[src/rtl/fifo_wr_arbiter.sv]
// Round-robin write-port arbiter: grants one requester at a time a burst of up
// to MAX_BURST beats into a shared FIFO, with zero-latency data forwarding.
module fifo_wr_arbiter #(
  parameter int DATA_WIDTH = 8,
  parameter int NUM_REQ    = 4,
  parameter int MAX_BURST  = 4
) (
  input  logic                          clock,
  input  logic                          rst_n,
  input  logic [NUM_REQ-1:0]            req_valid,
  input  logic [NUM_REQ*DATA_WIDTH-1:0] req_data,
  output logic [NUM_REQ-1:0]            req_ready,
  input  logic                          fifo_full,
  output logic [DATA_WIDTH-1:0]         data_in,
  output logic                          write,
  output logic                          grant_vld,
  output logic [$clog2(NUM_REQ)-1:0]    grant_id
);

  localparam int IDW = $clog2(NUM_REQ);
  localparam int BW  = $clog2(MAX_BURST + 1);

  localparam logic ST_IDLE  = 1'b0;
  localparam logic ST_GRANT = 1'b1;

  logic                  state;
  logic [IDW-1:0]        owner;
  logic [IDW-1:0]        last;
  logic [BW-1:0]         beat_cnt;

  logic                  sel_found;
  logic [IDW-1:0]        sel_idx;
  logic [IDW-1:0]        probe;
  int                    idx;
  logic                  in_grant;
  logic                  owner_valid;
  logic                  accept;
  logic                  burst_end;
  logic [DATA_WIDTH-1:0] words [NUM_REQ];

  always_comb begin
    for (int i = 0; i < NUM_REQ; i++) begin
      words[i] = req_data[i*DATA_WIDTH +: DATA_WIDTH];
    end
  end

  // Search starts one past the previous winner so every requester gets a turn.
  always_comb begin
    sel_found = 1'b0;
    sel_idx   = '0;
    idx       = 0;
    probe     = '0;
    for (int k = 1; k <= NUM_REQ; k++) begin
      idx   = (int'(last) + k) % NUM_REQ;
      probe = IDW'(idx);
      if (!sel_found && req_valid[probe]) begin
        sel_found = 1'b1;
        sel_idx   = probe;
      end
    end
  end

  assign in_grant    = (state == ST_GRANT);
  assign owner_valid = req_valid[owner];
  assign accept      = in_grant && owner_valid && !fifo_full;
  assign burst_end   = (beat_cnt == BW'(MAX_BURST - 1));

  always_comb begin
    req_ready = '0;
    if (in_grant && !fifo_full) begin
      req_ready[owner] = 1'b1;
    end
  end

  assign write     = accept;
  assign data_in   = accept ? words[owner] : '0;
  assign grant_vld = in_grant;
  assign grant_id  = in_grant ? owner : '0;

  // A stalled owner (full FIFO, still valid) keeps its grant and beat count.
  always_ff @(posedge clock or negedge rst_n) begin
    if (!rst_n) begin
      state    <= ST_IDLE;
      owner    <= '0;
      last     <= IDW'(NUM_REQ - 1);
      beat_cnt <= '0;
    end else begin
      case (state)
        ST_IDLE: begin
          if (sel_found) begin
            state    <= ST_GRANT;
            owner    <= sel_idx;
            last     <= sel_idx;
            beat_cnt <= '0;
          end
        end
        default: begin
          if (!owner_valid) begin
            state    <= ST_IDLE;
            beat_cnt <= '0;
          end else if (accept) begin
            if (burst_end) begin
              state    <= ST_IDLE;
              beat_cnt <= '0;
            end else begin
              beat_cnt <= beat_cnt + BW'(1);
            end
          end
        end
      endcase
    end
  end

endmodule

[config.mk]
export PLATFORM = sky130hd
export DESIGN_NAME = fifo_wr_arbiter
export DESIGN_NICKNAME = d
export VERILOG_FILES = /design/src/rtl/fifo_wr_arbiter.sv
export SDC_FILE = /design/constraint.sdc
export NUM_CORES = 1
export LEC_CHECK = 0
export BUFFER_PORTS_ARGS = -buffer_cell sky130_fd_sc_hd__buf_2
export CAP_MARGIN = 20
export CORE_ASPECT_RATIO = 0.9
export CORE_MARGIN = 2
export CORE_UTILIZATION = 30
export CTS_BUF_LIST = sky130_fd_sc_hd__clkbuf_4 sky130_fd_sc_hd__clkbuf_8
export CTS_CLUSTER_SIZE = 30
export DETAILED_ROUTE_END_ITERATION = 7
export REMOVE_ABC_BUFFERS = 1
export SLEW_MARGIN = 20
export SYNTH_ARGS = -nofsm -noshare
export SYNTH_HDL_FRONTEND = slang
export SYNTH_SLANG_ARGS = --single-unit
[constraint.sdc]
create_clock -name clock -period 1.8 [get_ports clock]
set_input_delay 0.36 -clock clock [delete_from_list [all_inputs] [get_ports clock]]
set_output_delay 0.36 -clock clock [all_outputs]
set_load 0.05 [all_outputs]
== Word-level counts from Yosys, hierarchy flattened ==
Cells that the tools add are included.
Storage, ports and cells
  bits in registers: 8
  bits of input ports: 39
  word-level logic and storage cells: 70
Operators by class
  $add $sub $neg: 5
  order comparisons: 7
  eq/ne operators: 2
  mux-type cells: 36
  bitwise operators: 2
  reduce and logical (&&, ||, !) cells: 14
Operator list (count)
  $mux 8: 3
  $bmux 8 s2: 1
  $lt 2x3->1 const B: 5
  $mux 1: 15
  $mux 3: 5
  $bmux 1 s2: 5
  $mux 2: 5
  $logic_and 1x1->1: 7
  $add 2x1->2 const B: 2
  $add 2x2->2 const B: 2
  $logic_not 1->1: 4
  $mux 4: 1
  $reduce_and 2->1: 2
  $add 3x1->3 const B: 1
  $eq 3x2->1 const B: 1
  $ge 3x3->1 const B: 1
  $ne 3x2->1 const B: 1
  $not 2->3: 1
  $demux 1 s2: 1
  $ge 2x1->1 const B: 1
  $reduce_bool 2->1: 1
  $not 1->1: 1

== Logic depth before layout (Yosys ltp) ==
  word-level depth: 15
  mapped depth: 5

== Least setup slack after synthesis ==
Ideal clock, no wire load.
  path kind: flip-flop to output port
  start: register state, in the netlist grant_vld
  end: output port req_ready[0]
  data arrival time: 2.153 ns
  data required time: 1.440 ns
  setup slack: -0.713 ns
  stages on the path, launching flop included: 3
  cells stage by stage: dfrtp_1 > nor2b_1 > nor3b_1
On the way
  longest elaborated chain between the ends: 2
RTL lines
  start, declared: line 26  | logic state;
  start signal, assigned: line 83  | state <= ST_IDLE;
  start signal, assigned: line 91  | state <= ST_GRANT;
  start signal, assigned: line 99  | state <= ST_IDLE;
  $logic_and 1x1->1: line 70  | if (in_grant && !fifo_full) begin
  $mux 4: line 70
  end, declared: line 12  | output logic [NUM_REQ-1:0] req_ready,
Every way passes these cells.

== Worst setup path in the final report ==
  start: register owner[0]
  end: output port data_in[2]
On the way
  longest elaborated chain between the ends: 5
  elaborated cells between the ends (all ways): 9
  those cells by class: mux (6); bitwise (1); reduce/logical (2)
RTL lines
  start, declared: line 27  | logic [IDW-1:0] owner;
  start signal, assigned: line 92  | owner <= sel_idx;
  $not 2->3 (implied by the code) / $bmux 1 s2 (equally long branches): line 76, 64
  $bmux 8 s2 / $mux 1 (equally long branches): line 76, 64
  $mux 8 (implied by the code) / $logic_and 1x1->1 (equally long branches) (2 in series): line 76, 65
  $mux 8 *: line 76  | assign data_in = accept ? words[owner] : '0;
  end, declared: line 14  | output logic [DATA_WIDTH-1:0] data_in,
Mark *: on every way between the ends. The rest lies on a longest branch, timed or not. The select of a mux whose other input is x is not followed.

==> reports/qor.yml <==
status:
  outcome: "finished with violations"
  violations: "negative setup slack"
clock_tree:
  clockBufferDepth: 2
  clockRootBuffer: "clkbuf_4"
  cts_buffers: 3
  numClockSinks: 8
  clk_latency_ns: 0.25
  cts_tree: "built"
  clk_pin_slew_ns: 0.05
  htreeDepth: 1
grt:
  overflow: 0
  grt_pass1_wl_um: 3900
  grt_pass1_vias: 836
  grt_max_degree: 14
  antenna_found_initial: 0
  track_usage: 0.166
setup_path:
  critPathLaunchType: "flip-flop"
  critPathMaxStageDelay_ns: 0.52
  crit_arrival_ns: 1.71
  cp_slowest_cell: "mux4_2"
  path_cells: "buf_12 -> mux4_2 -> and3_4 -> buf_8"
  worst-path-max-fanout: 7
  worstPathRequired_ns: 1.44
  crit_family: "multiplexers"
  crit_buf_inv: 2
  path_class: "flip-flop to output pin"
  endpoint_kind: "output pin"
timing:
  worst_pin_slew_ns: 0.351
  rsz0062_at_grt: "yes"
  finalCritPeriodShare: 1.15
  tns_ns: -2.28
  hold_viol: 0
  fin_crit_ns: 2.07
  fmax_mhz: 483
  setup_violations: 9
  clock_skew_ns: 0.00242
  slew_headroom: 0.762
  drv_slew: 0
  fin_ws_ns: -0.272
cells_and_area:
  final_common_cell: "buf_2"
  nets: 192
  final_core_util: 0.537
  final_cell_mix: "41 x buf_2, 10 x mux4_2, 10 x buf_4"
  syn2layout_area_growth_pct: 72.8
  drive_gt1_frac: 0.647
  antenna_cells: 0
  fillerInstances: 247
logic_synthesis:
  yosysWarnings: 0
  synth-adder-area-share: 0.0148
  syn_area_um2: 847
  syn_inst: 83
  ys_seq_area_frac: 0.239
  synth_ff_type: "dfrtp_1"
  synth.top_cell.area_share: 0.177
  synthTopCellsByArea: "dfrtp_1 18%, mux4_2 13%, mux4_1 12%, and3_2 7.1%, dfstp_2 6.2%"
  async_flop_share: 1.00
  synth_xor_area_frac: 0
  synth_compound_area_frac: 0.126
  synth-edff-count: 0
  ys_ff_latch: 8
  yosysUniqueCellTypes: 33
  syn_avg_cell_area_um2: 10.2
  synth-simple-area-share: 0.287
  synth_top_family_by_area: "simple AND/OR/NAND/NOR gates"
  yosys.area.top_type: "dfrtp_1"
  synthMuxAreaShare: 0.281
run:
  maxCapViolCount: 0
placement:
  place_congestion: 0.680
  place_hpwl_um: 1850
  io_buffers: 54
power_and_ir_drop:
  pwr-share-seq: 0.173
  pwr_density_cell_mw_per_mm2: 1490
  p_leak_nw: 0.701
  p_switching_w: 0.00101
  pwr-share-clk: 0.063
  combPwrFrac: 0.763
  ir_drop_uv: 463
  power_w: 0.00217
  switching_share: 0.465
  intPower_w: 0.00116
die:
  design.core.area_mm2: 0.00273
  dieArea_mm2: 0.00327
  ioPinCount: 55
  initial_core_util: 0.311
  num_rows: 18
  dieHeight_um: 54.4
  die_w_um: 60.0
route:
  vias: 951
  ant_nets: 0
  drc: 0
  drtIter0Drc: 59
  avgViaCountPerCell: 5.01
  wl_per_cell_um: 13.8
  wirelength_um: 2630
  first_pass_iters: 4
hold_path:
  worst_hold_path_type: "input pin to flip-flop"
## worst paths after layout
kind | from | to | slack [ns] | cells past startpoint
max in group asynchronous | rst_n | last[1]$_DFFE_PN1P_ | 1.09 | 2
min in group asynchronous | rst_n | beat_cnt[0]$_DFFE_PN0P_ | 0.47 | 2
setup reg to reg | owner[0]$_DFFE_PN0P_ | beat_cnt[2]$_DFFE_PN0P_ | 0.08 | 6
setup / recovery | owner[0]$_DFFE_PN0P_ | data_in[2] | -0.27 | 4
hold / removal | fifo_full | grant_vld$_DFF_PN0_ | 0.46 | 3
hold reg to reg | beat_cnt[2]$_DFFE_PN0P_ | beat_cnt[2]$_DFFE_PN0P_ | 0.53 | 1
## power groups by stage
stage | sequential, W | clock [W] | combinational, W
5_1_grt | 0.000391 | 0.000159 | 0.00176
6_report | 0.000377 | 0.000138 | 0.00166
3_5_place_dp | 0.000357 | 0 | 0.00130
2_1_floorplan | 0.000452 | 0 | 0.000810
3_3_place_gp | 0.000352 | 0 | 0.00128
4_1_cts | 0.000380 | 0.000140 | 0.00161
## final cells by class
| type | instances | area [µm²] | area share |
|---|---|---|---|
| clock buffer | 3 | 22.5 | 0.0154 |
| multi-input combinational | 68 | 649 | 0.444 |
| timing repair buffer | 69 | 531 | 0.362 |
| tap | 40 | 50.0 | 0.0342 |
| sequential | 8 | 204 | 0.139 |
| inverter | 2 | 7.51 | 0.00513 |
## routing by layer
| layer | up-vias | wire [µm] | global-route usage | part of all wire |
|---|---|---|---|---|
| li1 | 458 | - | - | - |
| met1 | 440 | 1170 | 0.199 | 0.45 |
| met2 | 51 | 1190 | 0.281 | 0.45 |
| met3 | 2 | 243 | 0.0520 | 0.092 |
| met4 | 0 | 20 | 0.0556 | 0.0076 |
| met5 | - | 0 | 0 | 0 |
## registers in the layout, summed over array words and instances (netlist names)
signal,cells
grant_vld,1
beat_cnt,3
owner,2
last,2
## synthesized netlist by cell type (all sizes together), types with 2 or more instances
library cell  n
dfstp         2
nor3          2
clkbuf        4
and3b         3
and3          9
and2          2
nand2         8
mux2i         2
nor2b         3
a21oi         3
dfrtp         6
nand2b        2
inv           2
nor3b         3
o21ai         5
buf           2
o21a          3
nor2          3
mux4          9
## timing repair
item                                    4_1_cts  5_1_grt
hold buffers                                  1        0
setup buffers                                 2        0
endpoints found under the setup margin        9       15
hold endpoints to repair                      6        0
pin swaps                                     2        2
gates resized for setup                      44       11
gates cloned                                  2        0
## worst register-to-register path: stages, from the launching register on
cell	delay, ns
dfrtp_2	0.46
mux4_2	0.61
buf_6	0.15
buf_4	0.13
nand2_4	0.07
a21oi_2	0.03
o21a_1	0.16
## cells by family (layout without fill, tap and decap cells)
group	Yosys count	after routing
adders and majority gates	1	1
buffers and inverters	8	74
AOI/OAI and AO/OA	16	16
and+or+nand+nor	39	39
muxes	11	12
DFF	8	8
## stage by stage
step,std cells,setup WS (ns),cell area [µm²],hold slack [ns]
2_1_floorplan,77,-0.924,810,0.0644
3_3_place_gp,182,-0.0782,1220,0.208
3_5_place_dp,182,-0.126,1220,0.210
4_1_cts,190,-0.301,1440,0.464
5_1_grt,190,-0.348,1460,0.467
6_report,190,-0.272,1460,0.464
Note: power is estimated with default switching activity, not from simulation.
